[src/rtl/irq_edge_capture.sv]
// Destination-domain interrupt edge capture: glitch filter, rising-edge strobe,
// sticky pending flag with acknowledge, and a saturating event counter.
module irq_edge_capture #(
  parameter int unsigned FILTER_CYCLES = 3,
  parameter int unsigned CNT_W         = 8
) (
  input  logic             clk,
  input  logic             rstn,
  input  logic             d_synced,
  input  logic             enable,
  input  logic             ack,
  input  logic             clear_cnt,
  output logic             level_filtered,
  output logic             irq_pulse,
  output logic             irq_pending,
  output logic [CNT_W-1:0] event_count,
  output logic             overflow
);

  localparam int unsigned     QW        = $clog2(FILTER_CYCLES + 1);
  localparam logic [QW-1:0]   QUAL_LAST = QW'(FILTER_CYCLES);
  localparam logic [QW-1:0]   QCNT_ONE  = QW'(1);
  localparam logic [CNT_W-1:0] CNT_ONE  = CNT_W'(1);
  localparam logic [CNT_W-1:0] CNT_MAX  = {CNT_W{1'b1}};

  typedef enum logic [1:0] {
    S_LOW       = 2'd0,
    S_QUAL_HIGH = 2'd1,
    S_HIGH      = 2'd2,
    S_QUAL_LOW  = 2'd3
  } state_e;

  state_e            state_q, state_d;
  logic [QW-1:0]     qcnt_q, qcnt_d;
  logic              level_q, level_d;
  logic              pulse_q, pulse_d;
  logic              pending_q, pending_d;
  logic [CNT_W-1:0]  count_q, count_d;
  logic              ovf_q, ovf_d;
  logic              rise_s;

  // Next-state logic for the filter FSM and the event bookkeeping.
  always_comb begin
    state_d   = state_q;
    qcnt_d    = qcnt_q;
    pending_d = pending_q;
    count_d   = count_q;
    ovf_d     = ovf_q;

    case (state_q)
      S_LOW: begin
        if (d_synced) begin
          if (FILTER_CYCLES == 32'd1) begin
            state_d = S_HIGH;
            qcnt_d  = '0;
          end else begin
            state_d = S_QUAL_HIGH;
            qcnt_d  = QCNT_ONE;
          end
        end else begin
          qcnt_d = '0;
        end
      end
      S_QUAL_HIGH: begin
        if (!d_synced) begin
          state_d = S_LOW;
          qcnt_d  = '0;
        end else if (qcnt_q + QCNT_ONE == QUAL_LAST) begin
          state_d = S_HIGH;
          qcnt_d  = '0;
        end else begin
          qcnt_d = qcnt_q + QCNT_ONE;
        end
      end
      S_HIGH: begin
        if (!d_synced) begin
          if (FILTER_CYCLES == 32'd1) begin
            state_d = S_LOW;
            qcnt_d  = '0;
          end else begin
            state_d = S_QUAL_LOW;
            qcnt_d  = QCNT_ONE;
          end
        end else begin
          qcnt_d = '0;
        end
      end
      S_QUAL_LOW: begin
        if (d_synced) begin
          state_d = S_HIGH;
          qcnt_d  = '0;
        end else if (qcnt_q + QCNT_ONE == QUAL_LAST) begin
          state_d = S_LOW;
          qcnt_d  = '0;
        end else begin
          qcnt_d = qcnt_q + QCNT_ONE;
        end
      end
      default: begin
        state_d = S_LOW;
        qcnt_d  = '0;
      end
    endcase

    level_d = (state_d == S_HIGH) || (state_d == S_QUAL_LOW);
    // The event comes from this cycle's transition so the strobe lines up with level_d.
    rise_s  = (state_d == S_HIGH) && ((state_q == S_LOW) || (state_q == S_QUAL_HIGH));
    pulse_d = rise_s && enable;

    // A registered pulse beats a same-cycle ack so no interrupt is dropped.
    if (pulse_q) begin
      pending_d = 1'b1;
    end else if (ack) begin
      pending_d = 1'b0;
    end else begin
      pending_d = pending_q;
    end

    if (clear_cnt) begin
      count_d = pulse_q ? CNT_ONE : '0;
      ovf_d   = 1'b0;
    end else if (pulse_q) begin
      if (count_q == CNT_MAX) begin
        ovf_d = 1'b1;
      end else begin
        count_d = count_q + CNT_ONE;
      end
    end else begin
      count_d = count_q;
      ovf_d   = ovf_q;
    end
  end

  // State and output registers.
  always_ff @(posedge clk or negedge rstn) begin
    if (!rstn) begin
      state_q   <= S_LOW;
      qcnt_q    <= '0;
      level_q   <= 1'b0;
      pulse_q   <= 1'b0;
      pending_q <= 1'b0;
      count_q   <= '0;
      ovf_q     <= 1'b0;
    end else begin
      state_q   <= state_d;
      qcnt_q    <= qcnt_d;
      level_q   <= level_d;
      pulse_q   <= pulse_d;
      pending_q <= pending_d;
      count_q   <= count_d;
      ovf_q     <= ovf_d;
    end
  end

  assign level_filtered = level_q;
  assign irq_pulse      = pulse_q;
  assign irq_pending    = pending_q;
  assign event_count    = count_q;
  assign overflow       = ovf_q;

endmodule

[config.mk]
export PLATFORM = sky130hd
export DESIGN_NAME = irq_edge_capture
export DESIGN_NICKNAME = d
export VERILOG_FILES = /design/src/rtl/irq_edge_capture.sv
export SDC_FILE = /design/constraint.sdc
export NUM_CORES = 1
export LEC_CHECK = 0
export CORE_MARGIN = 10
export CORE_UTILIZATION = 47
export DETAILED_ROUTE_END_ITERATION = 16
export PLACE_DENSITY = 0.75
export SYNTH_ARGS = -nofsm -noshare
export SYNTH_HDL_FRONTEND = slang
export SYNTH_SLANG_ARGS = --single-unit
[constraint.sdc]
create_clock -name clk -period 1.4 [get_ports clk]
set_input_delay 0.28 -clock clk [delete_from_list [all_inputs] [get_ports clk]]
set_output_delay 0.28 -clock clk [all_outputs]
set_load 0.01 [all_outputs]
==> results of run 1 <==
==> routing by layer <==
metal	vias up	global-route usage (%)
li1	310	-
met1	305	10.7
met2	15	17.2
met3	4	2.71
met4	0	4.81
met5	-	0
==> placed cells by master (no fill, tap or decap), types with 3 or more instances in the layout <==
cell type / count
nand3_1: 4
nand2_1: 5
buf_4: 10
clkbuf_4: 3
dlygate4sd2_1: 12
clkdlybuf4s50_1: 5
a21oi_1: 4
inv_1: 3
nor3_1: 5
dfrtp_1: 15
a31oi_1: 4
==> worst register-to-register path: stages (launching register included) <==
cell and delay (ns):
dfrtp_1 0.40, buf_4 0.16, and4_4 0.21, and4_2 0.24, a211oi_2 0.21
==> per-stage QoR <==
stage | instances | hold WS, ns
CTS | 112 | 0.295
detailed placement | 105 | 0.491
finish | 112 | 0.280
global placement | 105 | 0.478
floorplan | 69 | -0.0156
global route | 112 | 0.303
==> cells by family after synthesis <==
group | Yosys count | share of synthesized area (%)
compound gates | 16 | 16.7
xor+xnor | 1 | 1.14
fa+ha+maj | 1 | 1.63
buf+inv | 7 | 6.54
flops | 15 | 49.0
mux | 2 | 2.78
simple gates | 27 | 22.2
==> registers in the layout, summed over array words and instances, names as in the netlist <==
signal          flops
event_count         8
irq_pending         1
irq_pulse           1
level_filtered      1
overflow            1
qcnt_q              2
state_q             1
==> how the worst min path moves through the flow <==
stage / start / to / slack [ns]
global route: rstn / event_count[5] / 0.30
floorplan: rstn / event_count[0] / -0.02
detailed placement: qcnt_q[1] / qcnt_q[1] / 0.49
finish: rstn / event_count[3] / 0.28
CTS: rstn / event_count[3] / 0.30
global placement: qcnt_q[1] / qcnt_q[1] / 0.48
==> layout make-up <==
cell class	count	share of cell area [%]
inverter	3	1.12
tap	16	1.98
sequential	15	37.2
timing repair buffer	27	22.8
multi-input combinational	47	34.2
clock buffer	3	2.23
clock inverter	1	0.496
==> power breakdown <==
part	internal (mW)	leakage, nW	switching [mW]
Clock	0.106	0.0177	0.157
Combinational	0.108	0.265	0.0930
Sequential	0.490	0.203	0.0481
==> what timing repair did <==
item                       4_1_cts  5_1_grt
buffers inserted                 3        0
setup endpoints to repair       12        2
resized for setup               12        3
==> impl_metrics.json, run 1 <==
{
  "arrival_ns": 1.02,
  "crit_required_ns": 1.12,
  "coreArea_um2": 1520,
  "finalWeightedCongestion": 0.741,
  "fmax_mhz": 769,
  "synthArstFlopShare_pct": 100,
  "rr_startpoint": "irq_pulse",
  "drt-vias-per-instance": 5.66,
  "max-vdd-ir-drop_v": 0.000831,
  "cp-end-kind": "output port",
  "setup_ws_ns": 0.0998,
  "place.detailed.hpwl_um": 1230,
  "worst_pin_slew_ns": 0.258,
  "finClkSkew_ns": 0.00715,
  "vias": 634,
  "crit_start": "event_count[1]",
  "relSlewSlack_pct": 82.7,
  "cp-start-kind": "register",
  "drtIter0Drc": 9,
  "synth_cell_types": 33,
  "critical_path.cell_chain": "dlygate4sd2_1",
  "dr.max_layer_used": "met4",
  "syn_inst": 69,
  "period_minus_slack_ns": 1.30,
  "die-area_um2": 3640,
  "grt-ovfl-total": 0,
  "status": "complete, no violations",
  "netlist_area_um2": 766,
  "rows": 14,
  "wl_um": 1680,
  "ys_seq_elements": 15,
  "nets": 104,
  "cts.sinks": 15,
  "mappedNetlistNets": 76,
  "detail_route.wirelength.met1_um": 723,
  "endpoint": "event_count[1]",
  "synth_top_area_share_pct": 49.0,
  "yosysMostFrequentCell": "dfrtp_1",
  "ctsHoldBuffers": 0,
  "power_density_nw_per_um2": 993,
  "critPathTopFamily": "flip-flops",
  "cts-root-buf": "clkbuf_4",
  "critPathSlowestCell": "dfrtp_1",
  "post_drt_wl_per_cell_um": 15.0,
  "hold_path_class": "input pin to async pin",
  "grt_pass1_vias": 660,
  "layout.area.seq_um2": 375,
  "leakage_nw": 0.486,
  "dieWidth_um": 60.4,
  "firstDrtPassIters": 4,
  "clock_path_buffers": 2,
  "insertion_delay_ns": 0.30,
  "htreeDepth": 1,
  "cp_num_buf_inv": 1,
  "r2r_cells": 4,
  "port_buffers": 17,
  "grt_max_degree": 16,
  "reg2reg_slack_ns": 0.11,
  "path_class": "register to output port",
  "dieHeight_um": 60.4,
  "multi_input_area_um2": 345,
  "report.final.hold_viol_count": 0,
  "synth_flop_cell": "dfrtp_1",
  "ios": 18,
  "setup_tns_ns": 0,
  "antenna_cells": 0,
  "drc_errors": 0,
  "grt_usage_pct": 9.84,
  "rsz0062_at_grt": "false",
  "synth-seq-area-share_pct": 49.0,
  "synth_top_area_cell": "dfrtp_1",
  "grt_pass1_wl_um": 2830,
  "drv_cap": 0,
  "stdcell_area_um2": 1010,
  "drv_slew": 0,
  "antenna_left": 0,
  "synth.avg_cell_area_um2": 11.1,
  "start_util_pct": 50.2,
  "drive_above_1_share_pct": 25.0,
  "critical_path.max_stage_delay_ns": 0.43,
  "timing.rr.end": "event_count[5]",
  "dr_wl_met3_um": 95,
  "fillers": 132,
  "p_total_mw": 1.00,
  "critPathMaxFanout": 4,
  "routed-wl-met2_um": 835,
  "synth_edf_count": 0,
  "antenna_found_initial": 0,
  "period_share_pct": 92.9,
  "cts_tree": "built",
  "clk_pin_slew_ns": 0.10,
  "utilization_pct": 66.3,
  "area_growth_pct": 31.9,
  "ys_warn_count": 0,
  "crit_cells": 1,
  "cts_made_buffers": 3,
  "synth_area_leaders": "dfrtp_1, a41oi_4, a31oi_1",
  "synth_common_cells": "dfrtp_1, nand2_1, nor3_1",
  "pre_cts_slack_ns": 0.105,
  "setup_viol": 0,
  "place_area_um2": 970
}
(Power assumes the default switching activity.)
==> run 2: changes to the inputs <==
- CORE_ASPECT_RATIO: not set -> 1.5
- CORE_UTILIZATION: 47 -> 33
- PLACE_DENSITY: 0.75 -> 0.56
==> run 2 against run 1 <==
Routed wire length rose by 3.4%. Core utilization fell by 20 points. Flip-flop and latch count did not move. Count of clock-buffer cells in the layout did not move. Worst setup slack got worse by 0.037 ns. Die area rose by 29%.
==> impl_metrics.json, run 2 (synthesis results as in run 1) <==
{
  "cp-end-kind": "register",
  "drv_cap": 0,
  "grt_pass1_vias": 668,
  "rows": 21,
  "p_total_mw": 0.976,
  "area_growth_pct": 33.8,
  "post_drt_wl_per_cell_um": 14.6,
  "ctsHoldBuffers": 0,
  "drc_errors": 0,
  "layout.area.seq_um2": 377,
  "crit_required_ns": 1.60,
  "routed-wl-met2_um": 836,
  "power_switching_mw": 0.289,
  "grt_usage_pct": 8.13,
  "ios": 18,
  "relSlewSlack_pct": 81.8,
  "antenna_found_initial": 0,
  "cts.sinks": 15,
  "status": "complete, no violations",
  "port_buffers": 17,
  "leakage_nw": 0.480,
  "grt_pass1_wl_um": 3020,
  "place.detailed.hpwl_um": 1290,
  "report.final.hold_viol_count": 0,
  "dieWidth_um": 59.3,
  "grt_max_degree": 16,
  "cts_made_buffers": 3,
  "multi_input_area_um2": 349,
  "grt-ovfl-total": 0,
  "clkPwrFrac_pct": 26.6,
  "period_share_pct": 95.5,
  "drive_above_1_share_pct": 26.0,
  "power_density_nw_per_um2": 953,
  "coreArea_um2": 2230,
  "critPathMaxFanout": 6,
  "antenna_cells": 0,
  "drt-vias-per-instance": 5.24,
  "hold_path_class": "input pin to async pin",
  "cts_tree": "built",
  "dr_wl_met3_um": 169,
  "stdcell_area_um2": 1020,
  "antenna_left": 0,
  "dp.cells": 113,
  "cp-start-kind": "register",
  "dr.max_layer_used": "met4",
  "utilization_pct": 45.9,
  "fin_cells": 119,
  "finalWeightedCongestion": 0.754,
  "p_int_mw": 0.687,
  "dieHeight_um": 79.0,
  "nets": 104,
  "drtIter0Drc": 19,
  "finClkSkew_ns": 0.00548,
  "max-vdd-ir-drop_v": 0.000706,
  "drv_slew": 0,
  "rsz0062_at_grt": "false",
  "clk_pin_slew_ns": 0.10,
  "final_cell_mix": "dfrtp_1, dlygate4sd2_1, buf_4",
  "final_common_cell": "dfrtp_1",
  "cts-root-buf": "clkbuf_4",
  "detail_route.wirelength.met1_um": 722,
  "vias": 624,
  "die-area_um2": 4690,
  "clock_path_buffers": 2,
  "setup_tns_ns": 0,
  "seqPwrFrac_pct": 55.8,
  "setup_viol": 0,
  "start_util_pct": 34.3,
  "p_sw_share_pct": 29.6,
  "fmax_mhz": 748,
  "htreeDepth": 1,
  "combPwrFrac_pct": 17.6,
  "worst_pin_slew_ns": 0.270,
  "arrival_ns": 1.54,
  "fillers": 215,
  "wl_um": 1740,
  "place_area_um2": 986,
  "insertion_delay_ns": 0.29,
  "firstDrtPassIters": 4,
  "path_class": "register to register",
  "period_minus_slack_ns": 1.34,
  "largest_register_ffs": 8
}
## run 2: power by group through the flow
stage	Clock (mW)	Combinational, mW	Sequential, mW
6_report	0.260	0.172	0.545
3_3_place_gp	0	0.183	0.550
3_5_place_dp	0	0.186	0.552
2_1_floorplan	0	0.0959	0.552
5_1_grt	0.296	0.196	0.554
4_1_cts	0.271	0.174	0.544
## run 2: metrics by stage
step	worst slack [ns]	hold slack, ns
after floorplan	0.0793	-0.0156
after global placement	0.0562	0.472
after detailed placement	0.0285	0.482
after CTS	0.00579	0.300
after global routing	0.00641	0.301
final	0.0633	0.299
## run 2: repair_timing
item / 4_1_cts / 5_1_grt
pin swaps: 0 / 0
endpoints found under the setup margin: 12 / 3
gates cloned: 0 / 0
setup buffers: 2 / 0
gates resized for setup: 13 / 3
## run 2: layer usage
metal,track usage (%),up-vias
met2,12.3,16
met1,8.61,297
met5,0,-
met3,4.14,2
met4,5.07,0
li1,-,309
## run 2: critical path, stage by stage, from the launching register on
cell      delay [ns]
dfrtp_1         0.41
buf_4           0.16
and4_1          0.20
and4_2          0.26
a211oi_2        0.22
## run 2: final timing paths
path	start	endpoint	slack, ns	depth (start not counted)
setup / recovery	event_count[2]	event_count[5]	0.06	4
hold / removal	rstn	event_count[6]	0.30	2
setup reg to reg	event_count[2]	event_count[5]	0.06	4
hold reg to reg	level_filtered	irq_pulse	0.50	1
max in group asynchronous	rstn	irq_pulse	0.91	2
min in group clk	level_filtered	irq_pulse	0.50	1
## run 2: final cells by class
class	instances	share of cell area [%]
Sequential cell	15	36.8
Multi-Input combinational cell	47	34.1
Timing Repair Buffer	27	22.6
Tap cell	23	2.81
Clock buffer	3	2.20
Inverter	3	1.10
Clock inverter	1	0.488
